[config.mk]
export PLATFORM = sky130hd
export DESIGN_NAME = inst_fetch_queue
export DESIGN_NICKNAME = d
export VERILOG_FILES = /design/src/rtl/inst_fetch_queue_pkg.sv /design/src/rtl/inst_fetch_queue_ram.sv /design/src/rtl/inst_fetch_queue.sv
export SDC_FILE = /design/constraint.sdc
export NUM_CORES = 2
export LEC_CHECK = 0
export BUFFER_PORTS_ARGS = -buffer_cell sky130_fd_sc_hd__buf_2
export CAP_MARGIN = 20
export CORE_MARGIN = 10
export CORE_UTILIZATION = 35
export CTS_CLUSTER_DIAMETER = 40
export CTS_CLUSTER_SIZE = 8
export DETAILED_ROUTE_END_ITERATION = 6
export HOLD_SLACK_MARGIN = 0.1
export PLACE_DENSITY = 0.53
export SYNTH_ARGS = -nofsm -noshare
export SYNTH_HDL_FRONTEND = slang
export SYNTH_SLANG_ARGS = --single-unit
[constraint.sdc]
create_clock -name i_clk -period 17 [get_ports i_clk]
set_input_delay 2.55 -clock i_clk [delete_from_list [all_inputs] [get_ports i_clk]]
set_output_delay 2.55 -clock i_clk [all_outputs]
set_load 0.02 [all_outputs]
[src/rtl/inst_fetch_queue_pkg.sv]
// inst_fetch_queue_pkg
//   Shared constants and helpers for the instruction fetch queue slice.
//   No ports; imported by inst_fetch_queue and ifq_ram_2w2r.
package inst_fetch_queue_pkg;

  localparam int IFQ_DEPTH   = 16;
  localparam int IFQ_INST_W  = 32;
  localparam int IFQ_PC_W    = 32;
  localparam int FETCH_WIDTH = 2;
  localparam int ISSUE_WIDTH = 2;
  localparam int PC_STEP     = 4;

  // Issue stage may ask for 3; only two words are ever presented.
  function automatic logic [1:0] clamp_issue(input logic [1:0] num);
    return (num > 2'(ISSUE_WIDTH)) ? 2'(ISSUE_WIDTH) : num;
  endfunction

endpackage

[src/rtl/inst_fetch_queue_ram.sv]
// ifq_ram_2w2r
//   DEPTH x WIDTH register array, two write ports and two asynchronous read ports.
//   Ports:
//     i_clk                       write clock
//     i_we1/i_waddr1/i_wdata1     write port 1
//     i_we2/i_waddr2/i_wdata2     write port 2 (address never equals port 1 when both enabled)
//     i_raddr1/o_rdata1           async read port 1
//     i_raddr2/o_rdata2           async read port 2
//   The array has no reset; the top gates read data with its valid flags.
module ifq_ram_2w2r #(
  parameter  int DEPTH = 16,
  parameter  int WIDTH = 64,
  localparam int AW    = $clog2(DEPTH)
) (
  input  logic             i_clk,
  input  logic             i_we1,
  input  logic [AW-1:0]    i_waddr1,
  input  logic [WIDTH-1:0] i_wdata1,
  input  logic             i_we2,
  input  logic [AW-1:0]    i_waddr2,
  input  logic [WIDTH-1:0] i_wdata2,
  input  logic [AW-1:0]    i_raddr1,
  output logic [WIDTH-1:0] o_rdata1,
  input  logic [AW-1:0]    i_raddr2,
  output logic [WIDTH-1:0] o_rdata2
);

  logic [WIDTH-1:0] r_mem [DEPTH];

  always_ff @(posedge i_clk) begin
    if (i_we1) r_mem[i_waddr1] <= i_wdata1;
    if (i_we2) r_mem[i_waddr2] <= i_wdata2;
  end

  assign o_rdata1 = r_mem[i_raddr1];
  assign o_rdata2 = r_mem[i_raddr2];

endmodule

[src/rtl/inst_fetch_queue.sv]
// inst_fetch_queue
//   Dual-issue instruction queue between the instruction cache and decode.
//   Accepts 0/1/2 fetched words per cycle, delivers 0/1/2 in-order words per cycle,
//   and empties in one cycle on flush.
//   Optional feature macro: INST_FETCH_QUEUE_BYPASS_EN
//     defined   -> when empty and not flushing, push data drives the outputs in the same cycle
//     undefined -> one-cycle push-to-output latency, no path from i_push_* to o_out_*
//   Ports:
//     i_clk, i_rst                synchronous active-high reset
//     i_flush                     drop contents plus same-cycle push/pop
//     i_push_en1/2, i_push_pc,
//     i_push_inst1/2              fetch words; slot 2 PC = i_push_pc + 4
//     i_pop_num                   words consumed this cycle (3 acts as 2)
//     o_out_valid1/2, o_out_inst1/2, o_out_pc1/2   head and head+1 entries
//     o_full                      registered stall to fetch
//     o_empty, o_count            occupancy
module inst_fetch_queue
  import inst_fetch_queue_pkg::*;
#(
  parameter  int DEPTH  = IFQ_DEPTH,
  parameter  int INST_W = IFQ_INST_W,
  parameter  int PC_W   = IFQ_PC_W,
  localparam int AW     = $clog2(DEPTH)
) (
  input  logic              i_clk,
  input  logic              i_rst,
  input  logic              i_flush,
  input  logic              i_push_en1,
  input  logic              i_push_en2,
  input  logic [PC_W-1:0]   i_push_pc,
  input  logic [INST_W-1:0] i_push_inst1,
  input  logic [INST_W-1:0] i_push_inst2,
  input  logic [1:0]        i_pop_num,
  output logic              o_out_valid1,
  output logic              o_out_valid2,
  output logic [INST_W-1:0] o_out_inst1,
  output logic [INST_W-1:0] o_out_inst2,
  output logic [PC_W-1:0]   o_out_pc1,
  output logic [PC_W-1:0]   o_out_pc2,
  output logic              o_full,
  output logic              o_empty,
  output logic [AW:0]       o_count
);

  localparam int          ENT_W    = INST_W + PC_W;
  // Full is raised two entries short of DEPTH: with one slot kept unused, a
  // 2-wide push must still fit when the flag is low.
  localparam logic [AW:0] FULL_LVL = (AW+1)'(DEPTH - 2);

  logic [AW:0]      r_wptr;
  logic [AW:0]      r_rptr;
  logic             r_full;

  logic [AW:0]      w_count;
  logic             w_empty;
  logic             w_bypass;
  logic             w_push_ok;
  logic [1:0]       w_push_n;
  logic [1:0]       w_pop_req;
  logic [1:0]       w_pop_eff;
  logic [AW:0]      w_push_ext;
  logic [AW:0]      w_pop_ext;
  logic [AW:0]      w_avail;
  logic [AW:0]      w_next_count;
  logic [ENT_W-1:0] w_rdata1;
  logic [ENT_W-1:0] w_rdata2;
  logic             w_valid1;
  logic             w_valid2;

  assign w_count   = r_wptr - r_rptr;
  assign w_empty   = (w_count == '0);
  assign w_pop_req = clamp_issue(i_pop_num);
  assign w_push_ok = i_push_en1 & ~r_full & ~i_flush;
  assign w_push_n  = w_push_ok ? (i_push_en2 ? 2'd2 : 2'd1) : 2'd0;

`ifdef INST_FETCH_QUEUE_BYPASS_EN
  assign w_bypass = w_empty & ~i_flush;
`else
  assign w_bypass = 1'b0;
`endif

  assign w_push_ext = {{(AW-1){1'b0}}, w_push_n};

  // In bypass the words being pushed are already poppable. They are still
  // written, and the read pointer steps past the ones consumed this cycle,
  // which leaves the same visible contents as skipping their write.
  assign w_avail = w_bypass ? (w_count + w_push_ext) : w_count;

  always_comb begin
    w_pop_eff = w_pop_req;
    if (w_avail < {{(AW-1){1'b0}}, w_pop_req}) w_pop_eff = w_avail[1:0];
  end

  assign w_pop_ext    = {{(AW-1){1'b0}}, w_pop_eff};
  assign w_next_count = w_count + w_push_ext - w_pop_ext;

  always_ff @(posedge i_clk) begin
    if (i_rst || i_flush) begin
      r_wptr <= '0;
      r_rptr <= '0;
      r_full <= 1'b0;
    end else begin
      r_wptr <= r_wptr + w_push_ext;
      r_rptr <= r_rptr + w_pop_ext;
      r_full <= (w_next_count >= FULL_LVL);
    end
  end

  ifq_ram_2w2r #(
    .DEPTH (DEPTH),
    .WIDTH (ENT_W)
  ) u_ram (
    .i_clk    (i_clk),
    .i_we1    (w_push_ok),
    .i_waddr1 (r_wptr[AW-1:0]),
    .i_wdata1 ({i_push_pc, i_push_inst1}),
    .i_we2    (w_push_ok & i_push_en2),
    .i_waddr2 (r_wptr[AW-1:0] + AW'(1)),
    .i_wdata2 ({i_push_pc + PC_W'(PC_STEP), i_push_inst2}),
    .i_raddr1 (r_rptr[AW-1:0]),
    .o_rdata1 (w_rdata1),
    .i_raddr2 (r_rptr[AW-1:0] + AW'(1)),
    .o_rdata2 (w_rdata2)
  );

  assign w_valid1 = (w_count != '0);
  assign w_valid2 = (w_count >= (AW+1)'(2));

  // Read data is forced to zero when invalid so the reset state reads clean
  // without having to reset the storage array.
  always_comb begin
    o_out_valid1 = w_valid1;
    o_out_valid2 = w_valid2;
    o_out_inst1  = w_valid1 ? w_rdata1[INST_W-1:0]     : '0;
    o_out_pc1    = w_valid1 ? w_rdata1[INST_W +: PC_W] : '0;
    o_out_inst2  = w_valid2 ? w_rdata2[INST_W-1:0]     : '0;
    o_out_pc2    = w_valid2 ? w_rdata2[INST_W +: PC_W] : '0;
`ifdef INST_FETCH_QUEUE_BYPASS_EN
    if (w_bypass) begin
      o_out_valid1 = i_push_en1;
      o_out_valid2 = i_push_en1 & i_push_en2;
      o_out_inst1  = i_push_en1 ? i_push_inst1 : '0;
      o_out_pc1    = i_push_en1 ? i_push_pc    : '0;
      o_out_inst2  = (i_push_en1 & i_push_en2) ? i_push_inst2 : '0;
      o_out_pc2    = (i_push_en1 & i_push_en2) ? (i_push_pc + PC_W'(PC_STEP)) : '0;
    end
`endif
  end

  assign o_full  = r_full;
  assign o_empty = w_empty;
  assign o_count = w_count;

endmodule

-- Word-level counts from Yosys, hierarchy flattened
Memories as Yosys holds them, arrays and structs flattened. A register that Yosys moved wholly into a read port is not among the register bits.
Index checks and enable logic that the tools add are counted.
- bitwise operators: 5
- mux-type cells: 13
- magnitude comparators: 4
- reduce and logical (&&, ||, !) cells: 3
- add/sub/neg operators: 8
- operators with widths (operator ; number):
    $mux W32 ; 4
    $add A32 B3 Y32 const B ; 1
    $add A5 B2 Y5 ; 3
    $add A4 B1 Y4 const B ; 2
    $mux W2 ; 4
    $ge A5 B2 Y1 const B ; 1
    $ge A5 B4 Y1 const B ; 1
    $logic_not A5 Y1 ; 1
    $lt A5 B2 Y1 ; 1
    $reduce_bool A5 Y1 ; 1
    $sub A5 B2 Y5 ; 1
    $sub A5 B5 Y5 ; 1
    $mux W1 ; 4
    $mux W4 ; 1
    $and A1 B1 Y1 ; 3
    $gt A2 B2 Y1 const B ; 1
    $not A1 Y1 ; 2
    $logic_or A1 B1 Y1 ; 1
- register bits: 11
- logic and storage cells: 37
- memory bits (writable): 1024
- memories kept: 1
- memory list (name ; depth ; width ; read ports ; clocked after Yosys merged registers in ; wr ports ; line ; text):
    u_ram.r_mem ; 16 ; 64 ; 2 ; 1 ; 2 ; inst_fetch_queue_ram.sv:28 ; logic [WIDTH-1:0] r_mem [DEPTH];

-- Logic depth before layout (Yosys ltp)
- word-level depth: 7
- depth in mapped cells: 22

-- Cells and area by module
From an unflattened synthesis, not the netlist that was laid out.
- cells, all modules: 3744
- area total of the unflattened synthesis: 60854.6 um2
- by module, submodules not included (module ; sequential area each (um2) ; cells an instance ; area an instance (um2) ; times used):
    ifq_ram_2w2r ; 30749.5 ; 3401 ; 58298.4 ; 1
    inst_fetch_queue ; 220.2 ; 343 ; 2556.2 ; 1

-- Least setup slack after synthesis
OpenSTA, ideal clock, no wires.
- path kind: in2reg
- from: input port i_flush
- to: memory u_ram.r_mem[0][0], enable pin
- cell stages on the path: 4
- library setup time: 0.574 ns
- arrival time: 7.961 ns
- setup slack: 8.465 ns
- buffers on the path: 1
- required time: 16.426 ns
- cells stage by stage: or3b_1 -> or3_1 -> clkbuf_1 -> o21ai_0
- RTL lines (item ; line ; text):
    start, declared ; inst_fetch_queue.sv:27 ; input logic i_flush,
    end, declared ; inst_fetch_queue_ram.sv:28 ;

-- Worst setup path after layout
- from: register r_rptr[1]
- to: output port o_out_pc2[6]
- word-level cells in the longest chain between the ends: 3
- ends and longest elaborated chain (item ; line ; text):
    start, declared ; inst_fetch_queue.sv:51 ; logic [AW:0] r_rptr;
    start signal, assigned ; inst_fetch_queue.sv:104 ; r_rptr <= r_rptr + w_pop_ext;
    $add A4 B1 Y4 / $sub A5 B5 Y5 (equally long branches) ; inst_fetch_queue.sv:122, inst_fetch_queue.sv:70 ;
    $mem_v2 Z16 W64 / $ge A5 B2 Y1 (equally long branches) ; n/a ;
    $mux W32 (*) ; inst_fetch_queue.sv:137 ; o_out_pc2 = w_valid2 ? w_rdata2[INST_W +: PC_W] : '0;
    end, declared ; inst_fetch_queue.sv:39 ; output logic [PC_W-1:0] o_out_pc2,
Mark *: on every way between the ends. The rest lies on a longest branch, timed or not.

==> summary.txt <==
Run status
  – Status: finished clean

Timing
  – Worst setup margin: 8.829 ns
  – RSZ-0062 raised after global routing: no
  – Slew headroom: 17.07%
  – Peak Freq: approximately 0.12 GHz
  – Post-route setup TNS: 0 ns
  – Final setup skew: between 0.03 and 0.04 ns
  – Min Tclk post-route: approximately 8.2 ns
  – Final period util: 48.06%
  – Fin. Hold Viols: 0
  – Max-slew violations: 0
  – Final setup vio count: 0
  – Worst Max-Slew Pin Slew: 1.244 ns

Logic synthesis
  – Post-Synth Adder-Cell Area: 0.5288%
  – Sequential area share after synthesis: 50.34%
  – Syn_nets: 5,403
  – Mapped Cells: between 5,000 and 6,000
  – Fraction of the mapped netlist area in compound gates: 2.762%
  – Async SR Flop Fraction: 0%
  – Post-Synth Simple-Gate Area: between 10 and 15%
  – Largest family of logic cells by synthesized area: multiplexers
  – Post-synthesis mux area share: 20.47%
  – Ys flop type: edfxtp_1
  – Yosys warns: 0
  – Post-Synth XOR/XNOR Area: 6.777%
  – Distinct cells, synth: 54
  – Mean Syn Cell Area: 11.66 um2
  – Yosys reg bits: 1,035
  – Post-synth EDFFs: 1,024
  – Cell Area, Synth: between 60,000 and 70,000 um2

CTS
  – CTS buffer count: 179
  – Hold buffer count at cts: 0
  – CTS H-tree depth: 4
  – CTS tree: done
  – Clock transition at the registers of the reported paths: 0.05 ns
  – Clk_lat worst skew: 0.82 ns
  – Post-CTS Setup Inserts: 0
  – CTS max path bufs: 3
  – PostCTS Resize Cnt: 0
  – Clk sinks: 1,035
  – Root Buffer: clkbuf_16

Power and ir drop
  – Max IR drop VDD: 0.1085 mV
  – PwrDens: 116.8 nW/um2
  – Leak: 24.50 nW

Die
  – Die area: 192,900 um2
  – Row count: 153
  – Initial Utilization: 35.27%
  – Core box area: between 150,000 and 200,000 um2
  – Die H: 439.2 um
  – Top Ports: 240
  – Chip width: 439.2 um

Final layout
  – FILL cells: 16,180
  – Commonest non-fill, non-tap cells in the layout: nand2_1 (1,888), edfxtp_1 (1,024), mux4_2 (543), xnor2_1 (280), buf_2 (240)
  – Share of cells above drive strength 1: between 20% and 30%
  – Commonest non-fill, non-tap cell in the layout: nand2_1
  – Layout area overhead: 13.75%
  – Post-Layout Inst Area: around 70,000 um2
  – Final layout net count: between 5,000 and 6,000
  – Fin cells: 7,691

GRT
  – Top Usage Layer GRT: met2
  – GR Util met3: 4.050%
  – First-pass GRT wire length: between 300 and 400 mm
  – Vias in the first global route: ~45,000
  – Pin count of the biggest net entering global routing: 110
  – Met2 Use GR: approximately two fifths
  – Antenna violations before repair: 38
  – GRT Overall Usage: 24.13%
  – Total gr overflow: 0
  – Met1 global-route usage: 30.36%

Critical path
  – Critical path arrival: 5.62 ns
  – Worst reg2reg path depth: 15
  – Worst R2R End: o_full
  – Crit. End Element: output pin
  – Worst setup SP type: register
  – Critical Path Max Stage Delay: 0.93 ns
  – Critical Path RT: between 10 and 15 ns
  – R2r setup slk: 12.05 ns
  – CP Max Fanout: 44
  – Setup CP Type: reg2out
  – Critical-path cell list: ha_4, buf_4, buf_4, mux4_2, a22oi_1, a21oi_1, buf_2
  – Max stage delay cell, worst path: buf_4
  – Critical Path Most Common Cell: buf_4
  – Reg-to-Reg Start: r_rptr[3]

Min path
  – Hold Path End: r_wptr[4]
  – Worst hold path cell count: 2
  – Min-delay src: r_wptr[4]
  – Hold/Removal Path Class: reg2reg

Placed design
  – Port bufs: 239
  – Place WS: 9.564 ns
  – Dpl hpwl: 133.5 mm
  – Placed instance area: 64,430 um2
  – Placed insts: 7,373
  – Placer congestion estimate: about 0.81

Drt
  – Antenna Nets Post-Route: 0
  – Pre-antenna DRT Iters: 6
  – Via Count: between 40,000 and 50,000
  – Initial DRC count: 5,840
  – Drt drc: 0
  – DR WL/cell: 31.04 um
  – Vias per std cell: 5.823
  – Drt total wl: ~240 mm

Run
  – Maxcap violations: 0
worst max-delay path, delay by kind of cell (launching register included):
| kind | cells | cell delay [ns] |
|---|---|---|
| AOI/OAI and AO/OA | 2 | 0.50 |
| adders and majority gates | 1 | 0.84 |
| buffers and inverters | 3 | 2.03 |
| DFF | 1 | 0.71 |
| muxes | 1 | 0.59 |
registers in the layout (all words and copies together), names as in the netlist:
signal,cells
r_rptr,5
u_ram.r_mem,1024
o_full,1
r_wptr,5
routing by layer:
layer	wire [um]	vias to the layer above
li1	-	18640
met1	88640	22920
met2	117100	2642
met3	21670	563
met4	11170	26
met5	167	-
Yosys cell counts, types with 5 or more instances:
library cell / number / area (um2)
buf_6: 6 / 67.56
nor2_1: 239 / 897.1
buf_4: 28 / 210.2
mux2i_1: 35 / 350.3
xor2_1: 196 / 1717
o21ai_0: 9 / 45.04
nor3b_1: 5 / 37.54
edfxtp_1: 1024 / 30750
nand4_1: 6 / 37.54
nand3_1: 33 / 165.2
a22oi_1: 128 / 960.9
a211oi_1: 35 / 262.8
inv_1: 22 / 82.58
nor2b_1: 33 / 206.5
dfxtp_1: 11 / 220.2
xnor2_1: 280 / 2452
buf_2: 167 / 835.8
and3_1: 39 / 244.0
clkbuf_1: 279 / 1047
nor3_1: 20 / 100.1
a21o_1: 5 / 37.54
mux4_2: 543 / 12230
fa_1: 5 / 100.1
and2_1: 6 / 37.54
ha_1: 18 / 225.2
nand2_1: 1904 / 7147
buf_1: 93 / 349.1
a21oi_1: 71 / 355.3
logic make-up (layout without fill, tap and decap cells):
logic type	after synthesis	count (layout)
AO/OA/AOI/OAI	252	252
XOR/XNOR	476	476
adder cells (fa/ha/maj)	23	23
buffers and inverters	600	673
flip-flops	1035	1035
multiplexers	579	579
other	0	16
AND/OR/NAND/NOR	2312	2312
stage by stage:
step	power, mW	hold WS, ns	utilization, %
after floorplan	4.184	0.4705	-
after global placement	4.842	0.5016	36.93
after detailed placement	4.860	0.5098	36.94
after CTS	8.217	0.5155	40.07
after global routing	8.422	0.5638	40.12
final	8.172	0.5101	40.12
power breakdown:
group / internal, mW / switching, mW / total (mW)
registers: 2.84 / 0.0242 / 2.86
logic: 0.732 / 1.20 / 1.93
clock network: 2.10 / 1.28 / 3.38
total: 5.67 / 2.50 / 8.17
layout make-up:
| class | count | area, um2 | area share (%) |
|---|---|---|---|
| antenna | 16 | 40.04 | 0.05722 |
| clock buffer | 215 | 4721 | 6.746 |
| clock inverter | 83 | 734.5 | 1.050 |
| inverter | 24 | 95.09 | 0.1359 |
| multi-input combinational | 3642 | 28370 | 40.55 |
| sequential | 1035 | 30980 | 44.28 |
| tap | 2325 | 2909 | 4.157 |
| timing repair buffer | 351 | 2120 | 3.029 |
worst max path at each step:
stage	slack [ns]	from	to
2_1_floorplan	8.46	i_flush	u_ram.r_mem[0][0]
3_3_place_gp	9.50	r_rptr[1]	o_out_pc2[3]
3_5_place_dp	9.56	r_rptr[1]	o_out_pc2[0]
4_1_cts	8.69	r_rptr[1]	o_out_pc2[0]
5_1_grt	8.42	r_rptr[1]	o_out_pc2[5]
6_report	8.83	r_rptr[1]	o_out_pc2[6]
Power figures use the tool's default switching activity.
